`config.mk`:
```
export PLATFORM = sky130hd
export DESIGN_NAME = seq_divider
export DESIGN_NICKNAME = d
export VERILOG_FILES = /design/src/rtl/seq_divider.sv
export SDC_FILE = /design/constraint.sdc
export NUM_CORES = 1
export LEC_CHECK = 0
export CORE_ASPECT_RATIO = 2
export CORE_MARGIN = 1
export CORE_UTILIZATION = 50
export DETAILED_ROUTE_END_ITERATION = 16
export GPL_ROUTABILITY_DRIVEN = 0
export PLACE_DENSITY = 0.82
export SLEW_MARGIN = 20
export SYNTH_ARGS = -nofsm -noshare
export SYNTH_HDL_FRONTEND = slang
export SYNTH_SLANG_ARGS = --single-unit
```
`constraint.sdc`:
```
create_clock -name clk -period 3.7 [get_ports clk]
set_input_delay 0.74 -clock clk [delete_from_list [all_inputs] [get_ports clk]]
set_output_delay 0.74 -clock clk [all_outputs]
set_load 0.01 [all_outputs]
```
`src/rtl/seq_divider.sv`:
```
// ----------------------------------------------------------------------------
// seq_divider
//   Multi-cycle radix-2 restoring divider for DIV/DIVU. It takes WIDTH
//   iterations per operation and returns {remainder, quotient} for the
//   HI/LO register (HI = remainder, LO = quotient).
//
//   Optional feature macro: DIV_SIGNED_EN
//     defined   : is_signed_i = 1 selects signed division (DIV). The quotient
//                 truncates toward zero and the remainder takes the sign of
//                 the dividend.
//     undefined : every operation is unsigned and is_signed_i is ignored.
//
// Ports
//   clk            in   clock, rising edge
//   reset          in   synchronous, active-high reset
//   start_i        in   request. Sampled only in IDLE or DONE.
//   dividend_i     in   numerator, captured when start is accepted
//   divisor_i      in   denominator, captured when start is accepted
//   is_signed_i    in   1 = DIV, 0 = DIVU (used only with DIV_SIGNED_EN)
//   busy_o         out  high while iterating
//   done_o         out  one-cycle pulse. The result is valid.
//   div_by_zero_o  out  divisor was zero. Valid with done and held.
//   div_ans_o      out  {remainder, quotient}. Registered and held.
// ----------------------------------------------------------------------------
module seq_divider #(
    parameter int unsigned WIDTH = 32
) (
    input  logic               clk,
    input  logic               reset,
    input  logic               start_i,
    input  logic [WIDTH-1:0]   dividend_i,
    input  logic [WIDTH-1:0]   divisor_i,
    input  logic               is_signed_i,
    output logic               busy_o,
    output logic               done_o,
    output logic               div_by_zero_o,
    output logic [2*WIDTH-1:0] div_ans_o
);

    localparam int unsigned CntW = (WIDTH > 1) ? $clog2(WIDTH) : 1;
    localparam logic [CntW-1:0] LastCnt = CntW'(WIDTH - 1);

    typedef enum logic [1:0] {
        StIdle,
        StRun,
        StDone
    } state_e;

    state_e state_q, state_d;

    logic [CntW-1:0]    cnt_q;
    logic [WIDTH-1:0]   rem_q;      // partial remainder
    logic [WIDTH-1:0]   quo_q;      // dividend bits shift out at the MSB, quotient bits shift in at the LSB
    logic [WIDTH-1:0]   dvs_q;      // divisor magnitude
    logic [WIDTH-1:0]   dvd_raw_q;  // raw dividend, returned when dividing by zero
    logic               dbz_q;
    logic [2*WIDTH-1:0] ans_q;
    logic               dbz_out_q;

    logic               accept;
    logic               last_iter;
    logic [WIDTH:0]     rem_shift;
    logic [WIDTH:0]     diff;
    logic               ge;
    logic [WIDTH-1:0]   rem_nxt;
    logic [WIDTH-1:0]   quo_nxt;
    logic [WIDTH-1:0]   dvd_mag;
    logic [WIDTH-1:0]   dvs_mag;
    logic [WIDTH-1:0]   q_fix;
    logic [WIDTH-1:0]   r_fix;
    logic [2*WIDTH-1:0] ans_fix;

    assign accept    = start_i && ((state_q == StIdle) || (state_q == StDone));
    assign last_iter = (state_q == StRun) && (cnt_q == LastCnt);

    // ------------------------------------------------------------------
    // FSM
    // ------------------------------------------------------------------
    always_ff @(posedge clk) begin
        if (reset) begin
            state_q <= StIdle;
        end else begin
            state_q <= state_d;
        end
    end

    always_comb begin
        state_d = state_q;
        unique case (state_q)
            StIdle:  if (start_i) state_d = StRun;
            StRun:   if (cnt_q == LastCnt) state_d = StDone;
            StDone:  state_d = start_i ? StRun : StIdle;
            default: state_d = StIdle;
        endcase
    end

    assign busy_o        = (state_q == StRun);
    assign done_o        = (state_q == StDone);
    assign div_by_zero_o = dbz_out_q;
    assign div_ans_o     = ans_q;

    // ------------------------------------------------------------------
    // Restoring iteration: the subtract is WIDTH+1 bits wide, so bit WIDTH
    // of the difference is the borrow. A clear borrow means rem' >= d.
    // ------------------------------------------------------------------
    always_comb begin
        rem_shift = {rem_q, quo_q[WIDTH-1]};
        diff      = rem_shift - {1'b0, dvs_q};
        ge        = ~diff[WIDTH];
        rem_nxt   = ge ? diff[WIDTH-1:0] : rem_shift[WIDTH-1:0];
        quo_nxt   = {quo_q[WIDTH-2:0], ge};
    end

`ifdef DIV_SIGNED_EN
    logic neg_q_q;
    logic neg_r_q;
    logic dvd_neg;
    logic dvs_neg;

    always_comb begin
        dvd_neg = is_signed_i & dividend_i[WIDTH-1];
        dvs_neg = is_signed_i & divisor_i[WIDTH-1];
        // -2^(WIDTH-1) negates to itself, which is its correct unsigned magnitude.
        dvd_mag = dvd_neg ? (~dividend_i + 1'b1) : dividend_i;
        dvs_mag = dvs_neg ? (~divisor_i + 1'b1) : divisor_i;
        q_fix   = neg_q_q ? (~quo_nxt + 1'b1) : quo_nxt;
        r_fix   = neg_r_q ? (~rem_nxt + 1'b1) : rem_nxt;
    end

    always_ff @(posedge clk) begin
        if (reset) begin
            neg_q_q <= 1'b0;
            neg_r_q <= 1'b0;
        end else if (accept) begin
            neg_q_q <= dvd_neg ^ dvs_neg;
            neg_r_q <= dvd_neg;
        end
    end
`else
    logic unused_is_signed;
    assign unused_is_signed = is_signed_i;

    always_comb begin
        dvd_mag = dividend_i;
        dvs_mag = divisor_i;
        q_fix   = quo_nxt;
        r_fix   = rem_nxt;
    end
`endif

    assign ans_fix = dbz_q ? {dvd_raw_q, {WIDTH{1'b1}}} : {r_fix, q_fix};

    // ------------------------------------------------------------------
    // Datapath registers
    // ------------------------------------------------------------------
    always_ff @(posedge clk) begin
        if (reset) begin
            cnt_q     <= '0;
            rem_q     <= '0;
            quo_q     <= '0;
            dvs_q     <= '0;
            dvd_raw_q <= '0;
            dbz_q     <= 1'b0;
            ans_q     <= '0;
            dbz_out_q <= 1'b0;
        end else if (accept) begin
            cnt_q     <= '0;
            rem_q     <= '0;
            quo_q     <= dvd_mag;
            dvs_q     <= dvs_mag;
            dvd_raw_q <= dividend_i;
            dbz_q     <= (divisor_i == '0);
        end else if (state_q == StRun) begin
            cnt_q <= cnt_q + 1'b1;
            rem_q <= rem_nxt;
            quo_q <= quo_nxt;
            // Only the final iteration updates the visible result.
            if (last_iter) begin
                ans_q     <= ans_fix;
                dbz_out_q <= dbz_q;
            end
        end
    end

endmodule

```
# Word-level counts from Yosys, hierarchy flattened
# Index checks and enable logic that the tools add are counted.
# word_totals
regBits	201
inputBits	68
output_inout_bits	67
elab_cells	35
# op_classes
n_addsub	2
n_eq_ne	5
muxes	8
bitwise	2
reduce_logical	9
# op_table
cell	n
32-bit 2-to-1 mux	3
64-bit 2-to-1 mux	1
33-bit by 32-bit subtractor with 33-bit output	1
32-bit zero test	1
2-bit case mux with 3 select lines	1
5-bit by 1-bit adder with 5-bit output, second input constant	1
5-bit equality test, second input constant	1
2-bit 2-to-1 mux	2
3-bit AND reduction	1
2-bit by 1-bit equality test with 1-bit output, second input constant	1
2-bit equality test, second input constant	1
1-bit logical AND	2
2-bit zero test	1
2-bit by 1-bit != test with 1-bit output, second input constant	1
2-bit != test, second input constant	1
1-bit NOT	2
2-bit AND reduction	1
2-bit nonzero test	1
2-bit OR reduction	1
1-bit logical OR	1
1-bit 2-to-1 mux	1

# Depth between registers and ports, before layout
# depth
depth_word	5
depth_mapped	13

# Worst setup path before layout
# OpenSTA, ideal clock, no wires.
# synth_path
kind	flip-flop to flip-flop
start	register quo_q[31]
end	register ans_q[56] (netlist: div_ans_o[56])
setup_ns	0.096
arrival_ns	2.815
path_slack_ns	0.790
stages_incl_launch_ff	14
path_buffers	1
synth_period_minus_slack_ns	2.910
path_cell_list	dfxtp_1 -> inv_1 -> ha_1 -> fa_1 -> and2b_1 -> o31a_1 -> o22ai_2 -> o21a_1 -> a21oi_2 -> nor3_4 -> buf_2 -> nor4b_4 -> nor3_1 -> o41ai_2
# synth_via
elab_chain_cells	3
# synth_rtl
item	line_no	rtl
start, declared	53	logic [WIDTH-1:0] quo_q;
start signal, assigned	169	quo_q <= dvd_mag;
start signal, assigned	176	quo_q <= quo_nxt;
33-bit by 32-bit subtractor with 33-bit output	108	diff = rem_shift - {1'b0, dvs_q};
32-bit 2-to-1 mux	110	rem_nxt = ge ? diff[WIDTH-1:0] : rem_shift[WIDTH-1:0];
64-bit 2-to-1 mux	151	assign ans_fix = dbz_q ? {dvd_raw_q, {WIDTH{1'b1}}} : {r_fix, q_fix};
end signal, assigned	179	ans_q <= ans_fix;
end, declared	57	logic [2*WIDTH-1:0] ans_q;
# No other way between the ends.
# A chain may end at the register's enable or synchronous reset.

# Worst setup path after layout
# layout_path
start	register quo_q[31]
end	register ans_q[41] (netlist: div_ans_o[41])
# Same word-level chain as after synthesis.

==> impl_metrics.env <==
export IMPL_status="finished, final reports clean"
export IMPL_pre_cts_ws_ns=0.352
export IMPL_num_rows=73
export IMPL_place_inst=1599
export IMPL_critPathArrivalTime_ns=3.79
export IMPL_area_growth_pct=21.5
export IMPL_synth_flop_cell="dfxtp_1"
export IMPL_layout_common_cells="225 x nand2_1, 200 x dfxtp_1, 132 x clkdlybuf4s50_1"
export IMPL_via_per_inst=5.98
export IMPL_die_y_um=203
export IMPL_worstMarginPinSlew_ns=0.887
export IMPL_cts_setup_buffers=0
export IMPL_cts_htree_levels=1
export IMPL_die_x_um=102
export IMPL_core_area_mm2=0.0198
export IMPL_cp_start_kind="flop"
export IMPL_syn_area_per_cell_um2=7.90
export IMPL_slew_headroom_pct=40.3
export IMPL_path_max_fanout=24
export IMPL_clk_pin_slew_worst_paths_ns=0.07
export IMPL_initial_utilization_pct=50.8
export IMPL_synth_cell_types=74
export IMPL_root_buffer="clkbuf_16"
export IMPL_cts_sinks=201
export IMPL_clock_path_buffers=3
export IMPL_track_usage_pct=28.7
export IMPL_post_route_cells_drive_above_1_share_pct=7.52
export IMPL_min_period_ns=3.41
export IMPL_fin_skew_ns=0.0200
export IMPL_p_leak_nw=4.67
export IMPL_firstDrtPassIters=5
export IMPL_drv_cap=0
export IMPL_crit_required_ns=4.08
export IMPL_antenna_found_initial=0
export IMPL_io_buffers=133
export IMPL_netlist_area_mm2=0.0101
export IMPL_synth_seq_cells=201
export IMPL_grt_max_degree=102
export IMPL_synth_nets=1379
export IMPL_crit_type="reg2reg"
export IMPL_synth_edf_count=0
export IMPL_netlist_instances=1276
export IMPL_numCtsBuffers=18
export IMPL_hold_viol_final=0
export IMPL_endpoint_kind="flop"
export IMPL_setup_viol=0
export IMPL_cts_tree="yes"
export IMPL_drt_iter0_drc=580
export IMPL_hpwl_um=20900
export IMPL_fin_setup_tns_ns=0
export IMPL_grt_pass1_vias=9701
export IMPL_route_detailed_drc=0
export IMPL_grt_first_pass_wirelength_um=47200
export IMPL_die_area_mm2=0.0208
export IMPL_power_density_mw_per_mm2=504
export IMPL_setup_ws_ns=0.290
export IMPL_wl_per_cell_um=18.1
export IMPL_yosys_warnings=0
export IMPL_synth_top_cell_area_share_pct=39.9
export IMPL_max_clock_freq_ghz=0.293
export IMPL_final_cells=1631
export IMPL_synth_largest_area_cell="dfxtp_1"
export IMPL_clk_latency_ns=0.49
export IMPL_timing_final_crit_share_pct=92.2
export IMPL_route_vias_total=9747
export IMPL_nNetsFinal=1460
export IMPL_final_common_cell="nand2_1"
export IMPL_drt_wl_total_um=29600
export IMPL_rsz0062_at_grt="false"
export IMPL_nFillCells=1702
export IMPL_overflow=0
export IMPL_ant_nets=0
export IMPL_ir_drop_mv=0.430
export IMPL_ys_top_cells_by_area="dfxtp_1 40%, nand2_1 8.4%, a21oi_1 5.7%"
export IMPL_p_total_mw=6.18
export IMPL_io_pins=135
export IMPL_reg2reg_slack_ns=0.29
export IMPL_drv_slew=0
export IMPL_cts_hold_buf=0
export IMPL_antennaDiodeCount=0
export IMPL_holdCritPathClass="reg2reg"
export IMPL_cts_resized=0
export IMPL_async_reset_ff_share_pct=0
export IMPL_yosysSeqAreaShare_pct=39.9
worst max-delay path, stage by stage (launching register included):
cell      delay [ns]
dfxtp_1         0.34
inv_1           0.05
ha_1            0.23
fa_1            0.38
and2b_1         0.25
o31a_1          0.24
o22ai_2         0.18
o21a_1          0.25
a21oi_2         0.28
nor3_4          0.07
buf_12          0.17
nor4b_1         0.43
a211oi_1        0.13
o41ai_2         0.30
routing by layer:
metal | vias to the layer above | GRT usage [%] | routed length, um
met2 | 356 | 51.0 | 15400
met5 | - | 0 | 0
li1 | 4691 | - | -
met1 | 4584 | 30.8 | 10700
met4 | 0 | 17.8 | 1790
met3 | 116 | 4.34 | 1730
synth_stat cells (all sizes together) (2+ instances only):
library cell,number
nand2,228
dfxtp,201
a21oi,115
nor3,112
nor2,102
clkbuf,74
inv,46
a211oi,39
a31oi,39
nand3,38
ha,34
o21ai,30
buf,23
o41ai,21
a21o,19
xnor2,18
o211ai,13
and3,11
nor4,11
nand4,8
a21boi,7
xor2,7
nor2b,6
o21a,6
o21bai,6
a2111oi,5
and2,5
nand2b,4
o211a,4
o31ai,4
a311oi,3
a41oi,3
mux2i,3
o221ai,3
or2,3
a221o,2
a221oi,2
nor4b,2
o22a,2
o31a,2
cells by family after synthesis:
| logic type | after synthesis | share of synthesized area, % |
|---|---|---|
| multiplexers | 3 | 0.298 |
| AO/OA/AOI/OAI | 334 | 23.5 |
| buffers and inverters | 143 | 5.82 |
| adder cells (fa/ha/maj) | 35 | 4.42 |
| flip-flops | 201 | 39.9 |
| AND/OR/NAND/NOR | 535 | 23.8 |
| XOR/XNOR | 25 | 2.17 |
final cells by class:
class                           instances  area, um^2  share of cell area (%)
Tap cell                              262         328                    2.68
Clock inverter                         13         171                    1.40
Multi-Input combinational cell        932        5480                    44.8
Sequential cell                       201        4030                    32.9
Timing Repair Buffer                  158        1590                    13.0
Clock buffer                           19         475                    3.88
Inverter                               46         173                    1.41
report_power, final:
part	switching [mW]	total (mW)	internal [mW]
logic	1.08	1.78	0.702
clock network	0.888	2.06	1.17
registers	0.0764	2.33	2.26
total	2.04	6.18	4.13
stage by stage:
step	utilization, %	area, um^2	hold slack (ns)
2_1_floorplan	-	10100	0.431
3_3_place_gp	58.5	11600	0.438
3_5_place_dp	58.5	11600	0.447
4_1_cts	61.8	12200	0.456
5_1_grt	61.8	12200	0.471
6_report	61.8	12200	0.454
flip-flops by register name, indices dropped and copies added, names as in the netlist:
signal	flops
cnt_q	5
dbz_q	1
div_ans_o	64
div_by_zero_o	1
dvd_raw_q	32
dvs_q	32
quo_q	32
rem_q	32
state_q	2
path summary, 6_finish.rpt:
check                                                  end  cells past startpoint                        from
worst max-delay path            div_ans_o[41]$_SDFFE_PP0P_                     13      quo_q[31]$_SDFFE_PP0P_
worst min-delay path            div_ans_o[60]$_SDFFE_PP0P_                      2  div_ans_o[60]$_SDFFE_PP0P_
worst max register to register  div_ans_o[41]$_SDFFE_PP0P_                     13      quo_q[31]$_SDFFE_PP0P_
worst min register to register  div_ans_o[60]$_SDFFE_PP0P_                      2  div_ans_o[60]$_SDFFE_PP0P_
No activity file was read; power rests on OpenSTA's default activity.
